==> src/rtl/mic1_core.sv <==
// rtl/mic1_core.sv - MIC-1 microprogrammed core: IJVM register file, ALU/shifter, microsequencer
// One microinstruction per clock; memory completions land one cycle after their strobe.
module mic1_core #(
  parameter logic [31:0] PC_RESET = 32'h0000_0000
) (
  input  logic        clk,
  input  logic        resetn,
  output logic [8:0]  mp_mem_addr,
  output logic [35:0] mp_mem_wdata,
  input  logic [35:0] mp_mem_rdata,
  output logic        mem_read,
  output logic        mem_write,
  output logic [31:0] mem_addr,
  output logic [31:0] mem_wdata,
  input  logic [31:0] mem_rdata,
  output logic        mem_fetch,
  output logic [31:0] mem_addr_instr,
  input  logic [7:0]  mem_rd_instr,
  output logic [31:0] out
);

  logic [31:0] mar_q, mdr_q, pc_q, sp_q, lv_q, cpp_q, tos_q, opc_q, h_q;
  logic [31:0] mar_d, mdr_d, pc_d, sp_d, lv_d, cpp_d, tos_d, opc_d, h_d;
  logic [7:0]  mbr_q, mbr_d;
  logic        started_q, rd_pend_q, fetch_pend_q;
  logic        rd_pend_d, fetch_pend_d;

  logic [35:0] mir;
  logic [8:0]  next_addr, c_en, addr;
  logic        jmpc, jamn, jamz, sll8, sra1, f0, f1, ena, enb, inva, inc;
  logic        wr_bit, rd_bit, fe_bit;
  logic [3:0]  b_sel;
  logic [31:0] b_bus, a_v, b_v, alu, sh;
  logic        n_flag, z_flag;

  // Until the first microword has been requested, the control store output is meaningless.
  assign mir = started_q ? mp_mem_rdata : 36'd0;

  assign next_addr = mir[35:27];
  assign {jmpc, jamn, jamz} = mir[26:24];
  assign {sll8, sra1, f0, f1, ena, enb, inva, inc} = mir[23:16];
  assign c_en = mir[15:7];
  assign {wr_bit, rd_bit, fe_bit} = mir[6:4];
  assign b_sel = mir[3:0];

  always_comb begin
    b_bus = 32'd0;
    case (b_sel)
      4'd0: b_bus = mdr_q;
      4'd1: b_bus = pc_q;
      4'd2: b_bus = {{24{mbr_q[7]}}, mbr_q};
      4'd3: b_bus = {24'd0, mbr_q};
      4'd4: b_bus = sp_q;
      4'd5: b_bus = lv_q;
      4'd6: b_bus = cpp_q;
      4'd7: b_bus = tos_q;
      4'd8: b_bus = opc_q;
      default: b_bus = 32'd0;
    endcase
  end

  always_comb begin
    a_v = ena ? h_q : 32'd0;
    if (inva) a_v = ~a_v;
    b_v = enb ? b_bus : 32'd0;
    case ({f0, f1})
      2'b00:   alu = a_v & b_v;
      2'b01:   alu = a_v | b_v;
      2'b10:   alu = ~b_v;
      default: alu = a_v + b_v + {31'd0, inc};
    endcase
    if (sll8)      sh = {alu[23:0], 8'd0};
    else if (sra1) sh = {alu[31], alu[31:1]};
    else           sh = alu;
  end

  assign n_flag = alu[31];
  assign z_flag = (alu == 32'd0);

  always_comb begin
    addr = next_addr;
    if (jmpc) addr[7:0] = addr[7:0] | mbr_q;
    if ((jamn && n_flag) || (jamz && z_flag)) addr[8] = 1'b1;
  end

  always_comb begin
    h_d   = c_en[8] ? sh : h_q;
    opc_d = c_en[7] ? sh : opc_q;
    tos_d = c_en[6] ? sh : tos_q;
    cpp_d = c_en[5] ? sh : cpp_q;
    lv_d  = c_en[4] ? sh : lv_q;
    sp_d  = c_en[3] ? sh : sp_q;
    pc_d  = c_en[2] ? sh : pc_q;
    mdr_d = c_en[1] ? sh : mdr_q;
    mar_d = c_en[0] ? sh : mar_q;
    // A completing read beats the C bus for MDR.
    if (rd_pend_q) mdr_d = mem_rdata;
    mbr_d = fetch_pend_q ? mem_rd_instr : mbr_q;
    rd_pend_d    = rd_bit && !wr_bit;
    fetch_pend_d = fe_bit;
  end

  assign mp_mem_addr    = addr;
  assign mp_mem_wdata   = 36'd0;
  assign mem_read       = rd_bit && !wr_bit;
  assign mem_write      = wr_bit;
  assign mem_fetch      = fe_bit;
  assign mem_addr       = mar_d;
  assign mem_wdata      = mdr_d;
  assign mem_addr_instr = pc_d;
  assign out            = tos_q;

  always_ff @(posedge clk or negedge resetn) begin
    if (!resetn) begin
      mar_q <= '0; mdr_q <= '0; pc_q <= PC_RESET; sp_q <= '0; lv_q <= '0;
      cpp_q <= '0; tos_q <= '0; opc_q <= '0; h_q <= '0; mbr_q <= '0;
      started_q <= 1'b0; rd_pend_q <= 1'b0; fetch_pend_q <= 1'b0;
    end else begin
      mar_q <= mar_d; mdr_q <= mdr_d; pc_q <= pc_d; sp_q <= sp_d; lv_q <= lv_d;
      cpp_q <= cpp_d; tos_q <= tos_d; opc_q <= opc_d; h_q <= h_d; mbr_q <= mbr_d;
      started_q <= 1'b1; rd_pend_q <= rd_pend_d; fetch_pend_q <= fetch_pend_d;
    end
  end

endmodule

==> config.mk <==
export PLATFORM = sky130hd
export DESIGN_NAME = mic1_core
export DESIGN_NICKNAME = d
export VERILOG_FILES = /design/src/rtl/mic1_core.sv
export SDC_FILE = /design/constraint.sdc
export NUM_CORES = 1
export LEC_CHECK = 0
export ABC_AREA = 1
export CAP_MARGIN = 20
export CORE_MARGIN = 4
export CORE_UTILIZATION = 32
export DETAILED_ROUTE_END_ITERATION = 16
export PLACE_DENSITY = 0.59
export SLEW_MARGIN = 25
export SYNTH_ARGS = -nofsm -noshare
export SYNTH_HDL_FRONTEND = slang
export SYNTH_SLANG_ARGS = --single-unit
==> constraint.sdc <==
create_clock -name clk -period 9.5 [get_ports clk]
set_input_delay 0.95 -clock clk [delete_from_list [all_inputs] [get_ports clk]]
set_output_delay 0.95 -clock clk [all_outputs]
set_load 0.01 [all_outputs]
==> impl_metrics.json <==
{
  "cts_buffers": 36,
  "synthTopCellsByArea": "dfrtp_1, nand2_1, o21ai_0",
  "grt-ovfl-total": 0,
  "gp_routability_congestion": 0.9106,
  "initial_core_util_pct": 32.56,
  "max_slew_margin_pct": 41.47,
  "drtIter0Drc": 1894,
  "placed_area_sq_mm": 0.02076,
  "cts-htree-levels": 2,
  "dr.pass1.iters": 6,
  "post_cts_buffers": 0,
  "r2r-start": "started_q$_DFF_PN0_",
  "clk_pin_slew_ns": 0.06,
  "worstSetupPathType": "in2out",
  "async_reset_ff_share_pct": 100.0,
  "arrival_ns": 7.20,
  "rows": 86,
  "setup_viol": 0,
  "worst_pin_slew_ns": 0.8769,
  "p_sw_share_pct": 32.56,
  "final-seq-area_sq_mm": 0.007485,
  "cts_resized": 0,
  "yosysTopAreaCell": "dfrtp_1",
  "yosys_warnings": 0,
  "synth-seq-cells": 299,
  "multi_input_area_sq_mm": 0.009022,
  "worstSetupStartpointType": "input pin",
  "clockBufferDepth": 3,
  "peakVddDrop_uv": 110.3,
  "fin_area_sq_mm": 0.02191,
  "cp.required_ns": 8.55,
  "powerDensity_mw_per_mm2": 178.9,
  "final_antenna_net_count": 0,
  "holdWs_ns": 0.4531,
  "totalNegativeSetupSlack_ns": 0,
  "drive_above_1_share_pct": 5.524,
  "internal_power_w": 0.002643,
  "synth_seq_area_share_pct": 41.38,
  "wl_um": 67640,
  "path_max_fanout": 24,
  "diodes": 0,
  "syn_inst": 2475,
  "ys.flop_type": "dfrtp_1",
  "cts_root_buf": "clkbuf_16",
  "place_ws_ns": 1.482,
  "clock_sinks": 299,
  "skew_ns": 0.02578,
  "synth_cell_type_count": 47,
  "grt_usage_pct": 21.91,
  "cp-end-kind": "primary output",
  "cts_tree": "built",
  "grt_max_degree": 94,
  "layout_setup_ws_ns": 1.352,
  "max_cap_viol_count": 0,
  "drc": 0,
  "switchingPower_w": 0.001276,
  "utilization_pct": 39.46,
  "n_fill_cell": 5811,
  "core_sq_mm": 0.05552,
  "hpwl_um": 48650,
  "period_share_pct": 85.77,
  "synth.avg_cell_area_sq_um": 7.305,
  "synth_edf_count": 0,
  "nNetsFinal": 2774,
  "pwr-share-seq_pct": 40.4,
  "min_period_ns": 8.148,
  "status": "finished, final reports clean",
  "rsz0062_at_grt": "false",
  "p_clk_share_pct": 34.7,
  "grt_pass1_wl_um": 104400,
  "syn_area_sq_mm": 0.01808,
  "slew_violations": 0,
  "grt_pass1_vias": 17350,
  "yosys-top-cells-count": "nand2_1, dfrtp_1, o21ai_0",
  "ios": 254,
  "antenna_found_initial": 1,
  "leakage_nw": 10.40,
  "fmax_mhz": 122.7,
  "synth_top_area_share_pct": 41.38,
  "insertion_delay_ns": 0.54,
  "hold_path.class": "in2async",
  "final-hold-violation-count": 0,
  "pwr-share-comb_pct": 25.0,
  "port_buffers": 217,
  "synthMostInstantiatedCell": "nand2_1",
  "die_h_um": 245.7,
  "crit_start": "mp_mem_rdata[2]",
  "vias": 17980,
  "die_area_sq_mm": 0.06037,
  "viasPerCell": 5.273,
  "die_w_um": 245.7,
  "syn_to_final_growth_pct": 21.18,
  "routedWlPerCell_um": 19.84,
  "cts_hold_buf": 0
}
==> path summary, 6_finish.rpt <==
check / to / slack (ns) / cells after the start
min in group clk: lv_q[12]$_DFFE_PN0P_ / 0.48 / 2
max in group asynchronous: lv_q[26]$_DFFE_PN0P_ / 6.92 / 3
worst min register to register: lv_q[12]$_DFFE_PN0P_ / 0.48 / 2
worst max-delay path: mem_addr_instr[22] / 1.35 / 28
worst max register to register: pc_q[22]$_DFF_PN0_ / 3.68 / 26
worst min-delay path: mar_q[2]$_DFF_PN0_ / 0.45 / 1
==> cell families after synthesis <==
family,after synthesis,synth area share [%]
XOR/XNOR,3,0.1453
adder cells (fa/ha/maj),59,4.166
AO/OA/AOI/OAI,570,18.16
buffers and inverters,394,9.550
flip-flops,299,41.38
AND/OR/NAND/NOR,1148,26.56
other,2,0.04154
==> cells in the final DEF (no fill, tap or decap), types with 17 or more instances in the layout <==
| cell type | synthesis | layout |
|---|---|---|
| nand2_1 | 707 | 707 |
| dfrtp_1 | 299 | 297 |
| o21ai_0 | 257 | 257 |
| inv_1 | 217 | 217 |
| clkdlybuf4s50_1 | 0 | 216 |
| nand3_1 | 189 | 189 |
| nor2_1 | 181 | 181 |
| a21oi_1 | 99 | 99 |
| a31oi_1 | 90 | 89 |
| ha_1 | 57 | 57 |
| conb_1 | 2 | 37 |
| clkbuf_16 | 0 | 37 |
| buf_4 | 47 | 36 |
| o21a_1 | 27 | 27 |
| o22ai_1 | 24 | 24 |
| nand4_1 | 19 | 19 |
| o211ai_1 | 17 | 17 |
==> area by class of cell <==
cell class	count	share of cell area, %
multi-input cells	1817	41.18
flip-flops and latches	299	34.16
repair buffers	254	11.22
clock buffers	54	4.837
well taps	748	4.272
inverters	229	3.935
clock inverters	8	0.3940
==> power by group through the flow <==
stage	registers, W	logic [W]	clock network (W)
6_report	0.00158	0.000978	0.00136
4_1_cts	0.00158	0.000975	0.00138
3_3_place_gp	0.00160	0.000957	0
2_1_floorplan	0.00157	0.000528	0
5_1_grt	0.00160	0.00108	0.00143
3_5_place_dp	0.00160	0.000969	0
==> critical path, cell delays in order <==
cell	delay, ns
clkdlybuf4s50_1	0.58
nand2_2	0.13
nor2_8	0.35
nand2_2	0.17
inv_2	0.46
nand2_1	0.12
o21ai_0	0.10
nor2_1	0.06
nand2_1	0.05
nand2_1	0.08
inv_1	0.12
fa_1	0.21
inv_1	0.06
fa_1	0.44
nor2_1	0.14
o21ai_0	0.10
nand2_1	0.11
inv_1	0.06
o21ai_0	0.32
nand2_1	0.09
nand3_1	0.17
nand2_1	0.09
nand3_2	0.12
o21ai_0	0.09
o21ai_1	0.49
nand2_1	0.53
a31oi_1	0.39
clkdlybuf4s50_1	0.59
==> metrics by stage <==
step | power, W | std cells
after floorplan | 0.002097 | 2510
after global placement | 0.002554 | 3347
after detailed placement | 0.002569 | 3347
after CTS | 0.003933 | 3409
after global routing | 0.004108 | 3409
final | 0.003919 | 3409
==> state kept, by name, indices dropped and copies added (netlist names) <==
signal,count
h_q,32
lv_q,32
started_q,1
mbr_q,8
fetch_pend_q,1
sp_q,32
mdr_q,32
cpp_q,32
out,32
mar_q,32
pc_q,32
rd_pend_q,1
opc_q,32
==> per-layer routing <==
| metal | global-route usage [%] | vias up | share of wire [%] |
|---|---|---|---|
| met5 | 0 | - | 0 |
| met4 | 5.940 | 0 | 2.6 |
| met3 | 3.075 | 95 | 7.7 |
| met2 | 33.73 | 763 | 44 |
| met1 | 32.29 | 8665 | 46 |
| li1 | - | 8454 | - |
(Power assumes the default switching activity.)
